==> src/rtl/load_store_unit_if.sv <==
// Request/response and DataMemory byte-bus bundle for load_store_unit.
// slave = the unit itself; master = the CPU-side requester together with the memory it talks to.
interface load_store_unit_if #(
  parameter int ADDR_W = 8
);
  logic              req_valid;
  logic              req_ready;
  logic              req_write;
  logic              req_word;
  logic [ADDR_W-1:0] req_addr;
  logic [15:0]       req_wdata;
  logic              resp_valid;
  logic [15:0]       resp_rdata;
  logic              resp_error;
  logic              busy;
  logic [ADDR_W-1:0] mem_address;
  logic              mem_read;
  logic              mem_write;
  logic [7:0]        mem_wdata;
  logic [7:0]        mem_rdata;

  modport slave (
    input  req_valid, req_write, req_word, req_addr, req_wdata, mem_rdata,
    output req_ready, resp_valid, resp_rdata, resp_error, busy,
           mem_address, mem_read, mem_write, mem_wdata
  );

  modport master (
    output req_valid, req_write, req_word, req_addr, req_wdata, mem_rdata,
    input  req_ready, resp_valid, resp_rdata, resp_error, busy,
           mem_address, mem_read, mem_write, mem_wdata
  );
endinterface

==> src/rtl/load_store_unit.sv <==
// Byte/word load-store sequencer onto an 8-bit DataMemory bus, one byte per ACCESS cycle.
// Optional macro LSU_MISALIGN_TRAP_EN: odd-address word requests return resp_error without touching memory.
module load_store_unit #(
  parameter int MEM_READ_LATENCY = 1,
  parameter int ADDR_W           = 8
) (
  input logic              clk,
  input logic              reset,
  load_store_unit_if.slave bus
);

  typedef enum logic [1:0] {IDLE, ACCESS, WAIT, RESP} state_t;

  localparam bit         HAS_WAIT  = (MEM_READ_LATENCY > 0);
  localparam logic [1:0] WAIT_INIT = 2'(HAS_WAIT ? MEM_READ_LATENCY - 1 : 0);

  state_t            state_q, state_d;
  logic [ADDR_W-1:0] addr_q, addr_d;
  logic [15:0]       wdata_q, wdata_d;
  logic              write_q, write_d;
  logic              word_q, word_d;
  logic              byte_idx_q, byte_idx_d;
  logic [1:0]        cnt_q, cnt_d;
  logic [7:0]        lo_q, lo_d;
  logic [15:0]       rdata_q, rdata_d;
  logic              req_ready_q, req_ready_d;
  logic              busy_q, busy_d;
  logic              resp_valid_q, resp_valid_d;
  logic [ADDR_W-1:0] mem_address_q, mem_address_d;
  logic              mem_read_q, mem_read_d;
  logic              mem_write_q, mem_write_d;
  logic [7:0]        mem_wdata_q, mem_wdata_d;
  logic              sample;
  logic              advance;
`ifdef LSU_MISALIGN_TRAP_EN
  logic              resp_error_q, resp_error_d;
`endif

  always_comb begin
    state_d    = state_q;
    addr_d     = addr_q;
    wdata_d    = wdata_q;
    write_d    = write_q;
    word_d     = word_q;
    byte_idx_d = byte_idx_q;
    cnt_d      = cnt_q;
    lo_d       = lo_q;
    rdata_d    = rdata_q;
    sample     = 1'b0;
    advance    = 1'b0;
`ifdef LSU_MISALIGN_TRAP_EN
    resp_error_d = 1'b0;
`endif

    case (state_q)
      IDLE: begin
        if (bus.req_valid && req_ready_q) begin
          addr_d     = bus.req_addr;
          wdata_d    = bus.req_wdata;
          write_d    = bus.req_write;
          word_d     = bus.req_word;
          byte_idx_d = 1'b0;
          state_d    = ACCESS;
`ifdef LSU_MISALIGN_TRAP_EN
          if (bus.req_word && bus.req_addr[0]) begin
            state_d      = RESP;
            resp_error_d = 1'b1;
          end
`endif
        end
      end
      ACCESS: begin
        if (write_q) begin
          advance = 1'b1;
        end else if (HAS_WAIT) begin
          state_d = WAIT;
          cnt_d   = WAIT_INIT;
        end else begin
          sample  = 1'b1;
          advance = 1'b1;
        end
      end
      WAIT: begin
        if (cnt_q == 2'd0) begin
          sample  = 1'b1;
          advance = 1'b1;
        end else begin
          cnt_d = cnt_q - 2'd1;
        end
      end
      RESP: begin
        state_d = IDLE;
      end
      default: begin
        state_d = IDLE;
      end
    endcase

    // The visible result only changes on the edge that enters RESP, so it holds between responses.
    if (sample) begin
      if (!word_q) begin
        rdata_d = {8'h00, bus.mem_rdata};
      end else if (!byte_idx_q) begin
        lo_d = bus.mem_rdata;
      end else begin
        rdata_d = {bus.mem_rdata, lo_q};
      end
    end

    if (advance) begin
      if (word_q && !byte_idx_q) begin
        byte_idx_d = 1'b1;
        state_d    = ACCESS;
      end else begin
        state_d = RESP;
      end
    end

    // Outputs are decoded from the next state so they are registered and aligned with it.
    req_ready_d   = (state_d == IDLE);
    busy_d        = (state_d != IDLE);
    resp_valid_d  = (state_d == RESP);
    mem_read_d    = (state_d == ACCESS) && !write_d;
    mem_write_d   = (state_d == ACCESS) && write_d;
    mem_address_d = addr_d + ADDR_W'(byte_idx_d);
    mem_wdata_d   = byte_idx_d ? wdata_d[15:8] : wdata_d[7:0];
  end

  always_ff @(posedge clk or negedge reset) begin
    if (!reset) begin
      state_q       <= IDLE;
      addr_q        <= '0;
      wdata_q       <= '0;
      write_q       <= 1'b0;
      word_q        <= 1'b0;
      byte_idx_q    <= 1'b0;
      cnt_q         <= '0;
      lo_q          <= '0;
      rdata_q       <= '0;
      req_ready_q   <= 1'b0;
      busy_q        <= 1'b0;
      resp_valid_q  <= 1'b0;
      mem_address_q <= '0;
      mem_read_q    <= 1'b0;
      mem_write_q   <= 1'b0;
      mem_wdata_q   <= '0;
`ifdef LSU_MISALIGN_TRAP_EN
      resp_error_q  <= 1'b0;
`endif
    end else begin
      state_q       <= state_d;
      addr_q        <= addr_d;
      wdata_q       <= wdata_d;
      write_q       <= write_d;
      word_q        <= word_d;
      byte_idx_q    <= byte_idx_d;
      cnt_q         <= cnt_d;
      lo_q          <= lo_d;
      rdata_q       <= rdata_d;
      req_ready_q   <= req_ready_d;
      busy_q        <= busy_d;
      resp_valid_q  <= resp_valid_d;
      mem_address_q <= mem_address_d;
      mem_read_q    <= mem_read_d;
      mem_write_q   <= mem_write_d;
      mem_wdata_q   <= mem_wdata_d;
`ifdef LSU_MISALIGN_TRAP_EN
      resp_error_q  <= resp_error_d;
`endif
    end
  end

  assign bus.req_ready   = req_ready_q;
  assign bus.busy        = busy_q;
  assign bus.resp_valid  = resp_valid_q;
  assign bus.resp_rdata  = rdata_q;
  assign bus.mem_address = mem_address_q;
  assign bus.mem_read    = mem_read_q;
  assign bus.mem_write   = mem_write_q;
  assign bus.mem_wdata   = mem_wdata_q;
`ifdef LSU_MISALIGN_TRAP_EN
  assign bus.resp_error  = resp_error_q;
`else
  assign bus.resp_error  = 1'b0;
`endif

endmodule

==> src/flat_wrapper.sv <==
// flat-port wrapper written by rule: the top's interface ports become plain ports
module load_store_unit_flat 
#(
  parameter int MEM_READ_LATENCY = 1,
  parameter int ADDR_W           = 8
)
  (clk, reset, bus_req_valid, bus_req_write, bus_req_word, bus_req_addr, bus_req_wdata, bus_mem_rdata, bus_req_ready, bus_resp_valid, bus_resp_rdata, bus_resp_error, bus_busy, bus_mem_address, bus_mem_read, bus_mem_write, bus_mem_wdata);
  load_store_unit_if #(.ADDR_W(ADDR_W)) bus_i ();
  input logic clk;
  input logic reset;
  input wire logic [$bits(bus_i.req_valid)-1:0] bus_req_valid;
  input wire logic [$bits(bus_i.req_write)-1:0] bus_req_write;
  input wire logic [$bits(bus_i.req_word)-1:0] bus_req_word;
  input wire logic [$bits(bus_i.req_addr)-1:0] bus_req_addr;
  input wire logic [$bits(bus_i.req_wdata)-1:0] bus_req_wdata;
  input wire logic [$bits(bus_i.mem_rdata)-1:0] bus_mem_rdata;
  output wire logic [$bits(bus_i.req_ready)-1:0] bus_req_ready;
  output wire logic [$bits(bus_i.resp_valid)-1:0] bus_resp_valid;
  output wire logic [$bits(bus_i.resp_rdata)-1:0] bus_resp_rdata;
  output wire logic [$bits(bus_i.resp_error)-1:0] bus_resp_error;
  output wire logic [$bits(bus_i.busy)-1:0] bus_busy;
  output wire logic [$bits(bus_i.mem_address)-1:0] bus_mem_address;
  output wire logic [$bits(bus_i.mem_read)-1:0] bus_mem_read;
  output wire logic [$bits(bus_i.mem_write)-1:0] bus_mem_write;
  output wire logic [$bits(bus_i.mem_wdata)-1:0] bus_mem_wdata;
  assign bus_i.req_valid = bus_req_valid;
  assign bus_i.req_write = bus_req_write;
  assign bus_i.req_word = bus_req_word;
  assign bus_i.req_addr = bus_req_addr;
  assign bus_i.req_wdata = bus_req_wdata;
  assign bus_i.mem_rdata = bus_mem_rdata;
  assign bus_req_ready = bus_i.req_ready;
  assign bus_resp_valid = bus_i.resp_valid;
  assign bus_resp_rdata = bus_i.resp_rdata;
  assign bus_resp_error = bus_i.resp_error;
  assign bus_busy = bus_i.busy;
  assign bus_mem_address = bus_i.mem_address;
  assign bus_mem_read = bus_i.mem_read;
  assign bus_mem_write = bus_i.mem_write;
  assign bus_mem_wdata = bus_i.mem_wdata;
  load_store_unit #(.MEM_READ_LATENCY(MEM_READ_LATENCY), .ADDR_W(ADDR_W)) u_core (.clk(clk), .reset(reset), .bus(bus_i));
endmodule
==> config.mk <==
export PLATFORM = sky130hd
export DESIGN_NAME = load_store_unit_flat
export DESIGN_NICKNAME = d
export VERILOG_FILES = /design/src/rtl/load_store_unit_if.sv /design/src/rtl/load_store_unit.sv /design/src/flat_wrapper.sv
export SDC_FILE = /design/constraint.sdc
export NUM_CORES = 1
export LEC_CHECK = 0
export ABC_AREA = 1
export CAP_MARGIN = 40
export CORE_MARGIN = 1.5
export CORE_UTILIZATION = 40
export DETAILED_ROUTE_END_ITERATION = 6
export GPL_ROUTABILITY_DRIVEN = 0
export PLACE_DENSITY = 0.71
export SYNTH_ARGS = -nofsm -noshare
export SYNTH_HDL_FRONTEND = slang
export SYNTH_SLANG_ARGS = --single-unit
==> constraint.sdc <==
create_clock -name clk -period 2.8 [get_ports clk]
set_input_delay 0.84 -clock clk [delete_from_list [all_inputs] [get_ports clk]]
set_output_delay 0.84 -clock clk [all_outputs]
set_load 0.02 [all_outputs]
# Word level (Yosys, flattened, before mapping)
# Index checks and enable logic that the tools add are counted.
# totals
register_bits,76
input_bits,37
output_inout_bits,38
wordCells,67
# classes
n_addsub,2
eq_ne,8
mux,25
n_bitwise,1
n_reduce_logical,15
# ops
operator,count
16-bit 2-to-1 mux,4
8-bit 2-to-1 mux,3
2-bit 2-to-1 mux,6
1-bit 2-to-1 mux,9
8-bit by 1-bit adder with 8-bit output,1
2-bit equality test (second input constant),3
2-bit zero test,3
2-bit inequality test (second input constant),3
2-bit one-hot mux with 3 select lines,1
3-bit AND reduction,2
2-bit by 1-bit equality test with 1-bit output (second input constant),2
1-bit logical AND,4
2-bit one-hot mux with 2 select lines,1
2-bit AND reduction,2
2-bit nonzero test,2
1-bit zero test,2
1-bit one-hot mux with 2 select lines,1
2-bit by 1-bit subtractor with 2-bit output (second input constant),1
1-bit NOT,1

# Longest topological paths before layout
# Gate-level depths: netlist (run 1).
# logic_depth
ltp_word,6
mapped_depth,14
depth_no_buf,14

# Least setup slack after synthesis (run 1)
# Ideal clock, no wire load.
# synth_timing
path_type,input port to flip-flop
startpoint,in bus_req_valid
endpoint,"reg u_core.mem_address_q[6], in the netlist u_core.bus.mem_address[6]"
setup_ns,0.117
arrival_time_ns,1.959
t_required_ns,2.683
slack_ns,0.724
cell_stages,8
n_path_buf,1
cell_sequence,nand3_4 -> buf_6 -> nand2_2 -> nand2_2 -> ha_1 -> ha_1 -> nand4_1 -> nand2_1
# synth_between
elab_chain_cells,6
word_cells_on_any_way,8
cone_classes,add/sub: 1; mux: 6; reduce/logical: 1
# synth_lines
element,line,text
"start, declared",flat_wrapper.sv:11,input wire logic [$bits(bus_i.req_valid)-1:0] bus_req_valid;
1-bit logical AND (*),load_store_unit.sv:57,if (bus.req_valid && req_ready_q) begin
1-bit 2-to-1 mux (*),load_store_unit.sv:57,
1-bit 2-to-1 mux (*),load_store_unit.sv:55,case (state_q)
1-bit 2-to-1 mux,load_store_unit.sv:111,if (word_q && !byte_idx_q) begin
1-bit 2-to-1 mux (*),load_store_unit.sv:110,if (advance) begin
net u_core.byte_idx_d,load_store_unit.sv:22,"logic byte_idx_q, byte_idx_d;"
8-bit by 1-bit adder with 8-bit output (*),load_store_unit.sv:125,mem_address_d = addr_d + ADDR_W'(byte_idx_d);
net u_core.mem_address_d[6],load_store_unit.sv:29,"logic [ADDR_W-1:0] mem_address_q, mem_address_d;"
"end signal, assigned",load_store_unit.sv:163,mem_address_q <= mem_address_d;
"end, declared",load_store_unit.sv:29,
# The timed path passes the listed nets; every way through them passes the cells marked *.
# A chain may end at the register's enable or synchronous reset.

# Worst setup path in the final report (run 1)
# layout_timing
startpoint,"reg u_core.req_ready_q, in the netlist u_core.bus.req_ready"
endpoint,out bus_req_ready
# layout_lines
element,line,text
"start, declared",load_store_unit.sv:26,"logic req_ready_q, req_ready_d;"
"start signal, assigned",load_store_unit.sv:160,req_ready_q <= req_ready_d;
"end, declared",flat_wrapper.sv:17,output wire logic [$bits(bus_i.req_ready)-1:0] bus_req_ready;
# No word-level cell between the ends.

==> results_tabular.tex, run 1 <==
\begin{tabular}{lr}
\hline
Metric & Value \\
\hline
\multicolumn{2}{l}{\textbf{Outcome}} \\
\quad Status & complete, no violations \\
\multicolumn{2}{l}{\textbf{Timing}} \\
\quad Ratio of final minimum period to clock period & 0.838 \\
\quad Number of pins with negative max-slew slack in the final report & 0 \\
\quad TNS Setup & 0 ns \\
\quad Minimum setup slack in the final design & 0.453 ns \\
\quad Min Tclk post-route & 2.35 ns \\
\quad RSZ-0062 raised after global routing & false \\
\quad Worst clock skew on the final layout & 0.00585 ns \\
\quad Highest attainable clock frequency & 0.426 GHz \\
\quad Number of endpoints with negative hold slack in the final report & 0 \\
\quad Count of endpoints failing setup in the final report & 0 \\
\multicolumn{2}{l}{\textbf{Drt}} \\
\quad Detail-routed net length per standard cell & 13.1 um \\
\quad 1st-pass router iterations & 4 \\
\quad Drt initial violations & 74 \\
\quad Routed Antenna Nets & 0 \\
\quad Vias/cell & 4.86 \\
\quad Residual DRC & 0 \\
\quad Number of vias after detailed routing & 2,615 \\
\quad Wire length reported by the detailed router & 7030 um \\
\multicolumn{2}{l}{\textbf{Logic synthesis}} \\
\quad Mapped Nets & 391 \\
\quad Synth warn & 0 \\
\quad Summed instance area of the synthesized netlist & 3340 um2 \\
\quad Sequential cell area fraction in the yosys report & 0.569 \\
\quad Main area contributors after synthesis & sky130\_fd\_sc\_hd\_\_dfrtp\_1, sky130\_fd\_sc\_hd\_\_nand2\_1, sky130\_fd\_sc\_hd\_\_nand3\_1 \\
\quad Mean area per synthesized cell & 9.63 um2 \\
\quad Post-synth cell types & 30 \\
\quad Share of the synthesized area in the top cell type & 0.569 \\
\quad Flop and latch count out of synthesis & 76 \\
\quad Most used flip-flop cell after synthesis & sky130\_fd\_sc\_hd\_\_dfrtp\_1 \\
\quad Proportion of register bits with asynchronous set or reset after synthesis & 1.00 \\
\quad Synthesized instance count & 347 \\
\quad Library cell occupying the most area in the post-synthesis netlist & sky130\_fd\_sc\_hd\_\_dfrtp\_1 \\
\quad Number of enable flip-flop cells after synthesis & 0 \\
\multicolumn{2}{l}{\textbf{Worst setup path}} \\
\quad Nature of the critical path startpoint & flop \\
\quad Start-to-end type of the worst setup path & flop to output pin \\
\quad Minimum setup slack among reg-to-reg paths & 0.57 ns \\
\quad Worst setup EP type & output pin \\
\quad Data required time of the worst path & 1.96 ns \\
\quad Destination of the worst register-to-register timing path & u\_core.bus.mem\_address[6] \\
\quad First element of the critical path & u\_core.bus.req\_ready \\
\quad Critical Path, Cell by Cell & clkdlybuf4s50\_1 \\
\quad Delay of the slowest cell on the worst path & 0.66 ns \\
\quad Worst Path Max Fanout & 7 \\
\quad Largest delay contributor family on the critical path & buffers and inverters \\
\quad Cell with the largest stage delay on the worst path & sky130\_fd\_sc\_hd\_\_clkdlybuf4s50\_1 \\
\quad Critical path buffer and inverter count & 1 \\
\quad Data arrival, critical path & 1.51 ns \\
\quad Count of cells along the worst register-to-register path & 13 \\
\quad Start of the worst register-to-register path & u\_core.state\_q[0] \\
\multicolumn{2}{l}{\textbf{GRT}} \\
\quad First-pass GRT wire length & 11,600 um \\
\quad Met1 track demand over resource in global routing & 0.214 \\
\quad GR met3 Demand/Resource & 0.0475 \\
\quad Largest net degree at the start of global routing & 31 \\
\quad Global router's overall resource usage & 0.168 \\
\quad Global route hottest layer & met2 \\
\quad GRT overflow & 0 \\
\quad Via count of the first global-routing pass & 2,601 \\
\quad Number of antenna violations at the first check in global routing & 0 \\
\quad Met2 usage in global routing & 0.267 \\
\multicolumn{2}{l}{\textbf{Layout}} \\
\quad Number of antenna repair diodes & 0 \\
\quad Number of nets in the final layout & 472 \\
\quad Share of final-layout standard cells stronger than drive strength 1 & 0.145 \\
\quad Most frequent standard cell in the layout excluding fill and tap cells & sky130\_fd\_sc\_hd\_\_nand2\_1 \\
\quad Most frequent cells in the layout & sky130\_fd\_sc\_hd\_\_nand2\_1, sky130\_fd\_sc\_hd\_\_dfrtp\_1, sky130\_fd\_sc\_hd\_\_clkdlybuf4s50\_1, sky130\_fd\_sc\_hd\_\_inv\_1, sky130\_fd\_sc\_hd\_\_nand3\_1 \\
\quad Signed area change from the synthesized netlist to the final layout & 31.5\% \\
\multicolumn{2}{l}{\textbf{Placed design}} \\
\quad Half-perimeter wire length of the detailed placement result & 5070 um \\
\quad Worst setup timing slack at the placement stage & 0.0952 ns \\
\quad Port Buffers & 73 \\
\multicolumn{2}{l}{\textbf{Clock tree}} \\
\quad Clock transition time at the flip-flop clock pins of the worst setup and hold paths & 0.07 ns \\
\quad Num Clock Sinks & 76 \\
\quad Buffers inserted during post-CTS setup optimization & 0 \\
\quad Clock Tree Root & sky130\_fd\_sc\_hd\_\_clkbuf\_8 \\
\quad Post-CTS Hold Buffers & 0 \\
\quad Clock latency reported for the late side of the worst-skew pair & 0.34 ns \\
\quad Total CTS buffers & 9 \\
\quad CTS-repair resized insts & 0 \\
\quad Clock tree from TritonCTS & built \\
\quad H-tree depth & 3 \\
\quad Maximum buffer depth of the clock tree & 2 \\
\multicolumn{2}{l}{\textbf{Power and ir drop}} \\
\quad Power density of the placed cells & 1150 nW/um2 \\
\quad Int Pwr & 3060 uW \\
\quad Total net switching power & 1980 uW \\
\quad Largest vdd supply drop & 478 uV \\
\quad Switching part of the total & 0.392 \\
\quad Combinational power share & 0.465 \\
\quad Leak pwr & 0.00215 uW \\
\quad Sequential cell fraction of total power & 0.355 \\
\quad Clock network fraction of total power & 0.180 \\
\multicolumn{2}{l}{\textbf{Die}} \\
\quad I/O pin count & 75 \\
\quad Die area & 8910 um2 \\
\quad Die span in y & 94.4 um \\
\quad Initial core utilization & 0.411 \\
\quad Site row count & 33 \\
\quad Placeable core area & 8130 um2 \\
\quad Overall die width & 94.4 um \\
\multicolumn{2}{l}{\textbf{Flow run}} \\
\quad Reported max-cap violation count & 0 \\
\multicolumn{2}{l}{\textbf{Worst hold path}} \\
\quad Worst min path class & primary input to asynchronous set/reset pin \\
\hline
\end{tabular}
-- power by group through the flow --
stage          combinational (uW)  sequential, uW  clock (uW)
2_1_floorplan                1290            2050           0
3_3_place_gp                 2300            1800           0
3_5_place_dp                 2360            1810           0
4_1_cts                      2370            1790         926
5_1_grt                      2600            1840         973
6_report                     2350            1790         907
-- metal layers --
metal | share of wire | wire length (um)
met1 | 0.44 | 3110
met4 | 0.020 | 140
met2 | 0.47 | 3330
met3 | 0.064 | 447
met5 | 0 | 0
-- state kept, by name (all words and copies together) (netlist names), 2 cells and up --
| register | count |
|---|---|
| u_core.state_q | 2 |
| u_core.bus.mem_wdata | 8 |
| u_core.cnt_q | 2 |
| u_core.lo_q | 8 |
| u_core.wdata_q | 16 |
| u_core.bus.mem_address | 8 |
| u_core.addr_q | 8 |
| u_core.bus.resp_rdata | 16 |
-- Yosys cell counts, drive strengths merged (2+ instances only) --
library cell    n
dfrtp          76
ha              7
nand2         140
inv            25
clkbuf          2
mux2            8
nor2           19
nand3          26
or2             2
nand4           5
o21ai          15
a31oi           8
buf             9
-- stage by stage --
step	std cells	util	hold slack, ns	area, um2	power (uW)
floorplan	347	-	0.445	3340	3340
global placement	522	0.514	0.459	4180	4100
detailed placement	522	0.514	0.462	4180	4170
CTS	538	0.540	0.425	4400	5090
global route	538	0.540	0.437	4400	5410
finish	538	0.540	0.423	4400	5040
-- cell type report --
| class | count | area, um2 |
|---|---|---|
| Fill cell | 721 | 3740 |
| Sequential cell | 76 | 1900 |
| Multi-Input combinational cell | 235 | 1260 |
| Timing Repair Buffer | 81 | 788 |
| Clock buffer | 11 | 141 |
| Tap cell | 105 | 131 |
| Inverter | 25 | 96.3 |
| Clock inverter | 5 | 75.1 |
-- worst max path at each step --
stage	endpoint	slack [ns]	cells after the start
5_1_grt	u_core.bus.mem_address[7]	0.37	11
6_report	bus_req_ready	0.45	1
3_5_place_dp	u_core.bus.mem_address[6]	0.1	10
2_1_floorplan	u_core.bus.mem_address[6]	0.72	8
3_3_place_gp	u_core.bus.mem_address[6]	0.17	10
4_1_cts	bus_req_ready	0.44	1
-- kinds of logic (layout without fill, tap and decap cells) --
group / count (synthesis) / in the layout / share of synthesized area
and+or+nand+nor: 192 / 192 / 0.275
muxes: 8 / 8 / 0.0270
AOI/OAI and AO/OA: 25 / 25 / 0.0431
xor gates and xnor gates: 2 / 2 / 0.00524
buffers and inverters: 36 / 122 / 0.0535
other: 1 / 1 / 0.00112
DFF: 76 / 76 / 0.569
adders and majority gates: 7 / 7 / 0.0262
Power figures use the tool's default switching activity.
==> run 2: changes to the inputs <==
Clock period 2.8 ns to 2.2 ns, I/O delays scaled along.
==> run 2 against run 1 <==
  * Clock skew grew 0.0042 ns
  * Sequential power grew 28%
  * Sequential share of layout area shrank 0.96 points
  * Critical endpoint is now u_core.bus.mem_address[6]
==> results_tabular.tex, run 2 (synthesized netlist as in run 1, its figures left out) <==
\begin{tabular}{lr}
\hline
Metric & Value \\
\hline
\multicolumn{2}{l}{\textbf{Outcome}} \\
\quad Status & complete, no violations \\
\multicolumn{2}{l}{\textbf{Drt}} \\
\quad 1st-pass router iterations & 4 \\
\quad Residual DRC & 0 \\
\quad Number of vias after detailed routing & 2,585 \\
\quad Wire length reported by the detailed router & 6900 um \\
\quad Drt initial violations & 101 \\
\quad Vias/cell & 4.73 \\
\quad Routed Antenna Nets & 0 \\
\quad Detail-routed net length per standard cell & 12.6 um \\
\multicolumn{2}{l}{\textbf{Clock tree}} \\
\quad Clock transition time at the flip-flop clock pins of the worst setup and hold paths & 0.09 ns \\
\quad Maximum buffer depth of the clock tree & 2 \\
\quad Clock tree from TritonCTS & built \\
\quad Num Clock Sinks & 76 \\
\quad Total CTS buffers & 9 \\
\quad Clock latency reported for the late side of the worst-skew pair & 0.34 ns \\
\quad Clock Tree Root & sky130\_fd\_sc\_hd\_\_clkbuf\_8 \\
\quad H-tree depth & 3 \\
\multicolumn{2}{l}{\textbf{Layout}} \\
\quad Area of the multi-input gates & 1270 um2 \\
\quad Most frequent standard cell in the layout excluding fill and tap cells & sky130\_fd\_sc\_hd\_\_nand2\_1 \\
\quad Fill cell instance count of the final layout & 737 \\
\quad Signed area change from the synthesized netlist to the final layout & 34.5\% \\
\quad Share of final-layout standard cells stronger than drive strength 1 & 0.176 \\
\quad Number of antenna repair diodes & 0 \\
\quad Design area & 4500 um2 \\
\quad Sequential Area & 1900 um2 \\
\quad Most frequent cells in the layout & sky130\_fd\_sc\_hd\_\_nand2\_1, sky130\_fd\_sc\_hd\_\_dfrtp\_1, sky130\_fd\_sc\_hd\_\_clkdlybuf4s50\_1, sky130\_fd\_sc\_hd\_\_inv\_1, sky130\_fd\_sc\_hd\_\_nand3\_1 \\
\quad Final instance count without filler cells & 547 \\
\quad Number of nets in the final layout & 481 \\
\multicolumn{2}{l}{\textbf{Worst setup path}} \\
\quad Data arrival, critical path & 2.27 ns \\
\quad Worst setup EP type & flop \\
\quad Data required time of the worst path & 2.44 ns \\
\quad Destination of the worst register-to-register timing path & u\_core.bus.mem\_address[6] \\
\quad Start-to-end type of the worst setup path & flop to flop \\
\quad Nature of the critical path startpoint & flop \\
\quad Count of cells along the worst register-to-register path & 13 \\
\quad Start of the worst register-to-register path & u\_core.cnt\_q[0] \\
\quad Minimum setup slack among reg-to-reg paths & 0.17 ns \\
\quad Worst Path Max Fanout & 10 \\
\multicolumn{2}{l}{\textbf{Timing}} \\
\quad RSZ-0062 raised after global routing & false \\
\quad Minimum setup slack in the final design & 0.168 ns \\
\quad Highest attainable clock frequency & 0.492 GHz \\
\quad Worst hold slack across all endpoints & 0.284 ns \\
\quad Count of endpoints failing setup in the final report & 0 \\
\quad Worst rel slew slack & 0.657 \\
\quad Number of pins with negative max-slew slack in the final report & 0 \\
\quad Ratio of final minimum period to clock period & 0.924 \\
\quad Number of endpoints with negative hold slack in the final report & 0 \\
\quad Min Tclk post-route & 2.03 ns \\
\quad Transition time at the pin with the least slew margin & 0.514 ns \\
\quad Worst clock skew on the final layout & 0.0100 ns \\
\multicolumn{2}{l}{\textbf{Flow run}} \\
\quad Reported max-cap violation count & 0 \\
\multicolumn{2}{l}{\textbf{Placed design}} \\
\quad Placement Cell Area & 4260 um2 \\
\quad Half-perimeter wire length of the detailed placement result & 5110 um \\
\quad Worst setup timing slack at the placement stage & -0.256 ns \\
\quad Number of placed cells counting well taps & 531 \\
\quad Port Buffers & 73 \\
\multicolumn{2}{l}{\textbf{Die}} \\
\quad Placeable core area & 8130 um2 \\
\quad Site row count & 33 \\
\quad Die area & 8910 um2 \\
\quad Overall die width & 94.4 um \\
\quad I/O pin count & 75 \\
\quad Die span in y & 94.4 um \\
\quad Initial core utilization & 0.411 \\
\multicolumn{2}{l}{\textbf{Power and ir drop}} \\
\quad Leak pwr & 0.00220 uW \\
\quad Largest vdd supply drop & 798 uV \\
\quad Final Power & 6540 uW \\
\quad Power density of the placed cells & 1450 nW/um2 \\
\multicolumn{2}{l}{\textbf{GRT}} \\
\quad First-pass GRT wire length & 11,600 um \\
\quad Largest net degree at the start of global routing & 41 \\
\quad Global router's overall resource usage & 0.167 \\
\quad Via count of the first global-routing pass & 2,528 \\
\quad Number of antenna violations at the first check in global routing & 0 \\
\quad GRT overflow & 0 \\
\multicolumn{2}{l}{\textbf{Worst hold path}} \\
\quad Worst min path class & primary input to asynchronous set/reset pin \\
\hline
\end{tabular}
[run 2: worst max path at each step]
stage,from,to
after floorplan,u_core.state_q[1],u_core.bus.mem_address[6]
after global placement,bus_req_valid,u_core.bus.mem_address[6]
after detailed placement,bus_req_valid,u_core.bus.mem_address[2]
after CTS,u_core.state_q[0],u_core.bus.mem_address[6]
after global routing,u_core.state_q[0],u_core.bus.mem_address[7]
final,u_core.cnt_q[0],u_core.bus.mem_address[6]
[run 2: metal layers]
layer / wire length (um) / vias up / share of wire / global-route usage
met5: 0 / - / 0 / 0
met4: 112 / 0 / 0.016 / 0.0622
met3: 338 / 13 / 0.049 / 0.0354
met2: 3230 / 66 / 0.47 / 0.267
met1: 3220 / 1225 / 0.47 / 0.224
li1: - / 1281 / - / -
[run 2: critical path, stage by stage (launching register included)]
cell	delay, ns
sky130_fd_sc_hd__dfrtp_1	0.37
sky130_fd_sc_hd__inv_1	0.09
sky130_fd_sc_hd__ha_2	0.24
sky130_fd_sc_hd__nand2_4	0.11
sky130_fd_sc_hd__nand2_1	0.10
sky130_fd_sc_hd__nand2_2	0.08
sky130_fd_sc_hd__inv_1	0.09
sky130_fd_sc_hd__nand2_4	0.11
sky130_fd_sc_hd__nand2_2	0.10
sky130_fd_sc_hd__ha_2	0.19
sky130_fd_sc_hd__ha_1	0.25
sky130_fd_sc_hd__nand3_1	0.10
sky130_fd_sc_hd__nand2_1	0.06
sky130_fd_sc_hd__nand2_1	0.04
[run 2: power by group]
| group | switching [uW] | internal, uW |
|---|---|---|
| combinational | 1770 | 1310 |
| sequential | 272 | 2020 |
| clock | 526 | 646 |
| total | 2570 | 3970 |
[run 2: timing repair]
item,in CTS,in global routing
setup buffers,0,0
gates resized for setup,1,6
endpoints found under the setup margin,1,6
gates cloned,0,0
hold buffers,0,0
pin swaps,0,1
[run 2: per-stage QoR]
stage | utilization | setup TNS, ns
detailed placement | 0.524 | -2.05
floorplan | - | 0
finish | 0.553 | 0
global route | 0.553 | 0
CTS | 0.551 | 0
global placement | 0.524 | -1.29
[run 2: final cells by class]
class                   count  area share
flip-flops and latches     76       0.423
multi-input cells         235       0.283
repair buffers             90       0.193
well taps                 105      0.0292
clock buffers               9      0.0276
clock inverters             7      0.0220
inverters                  25      0.0214
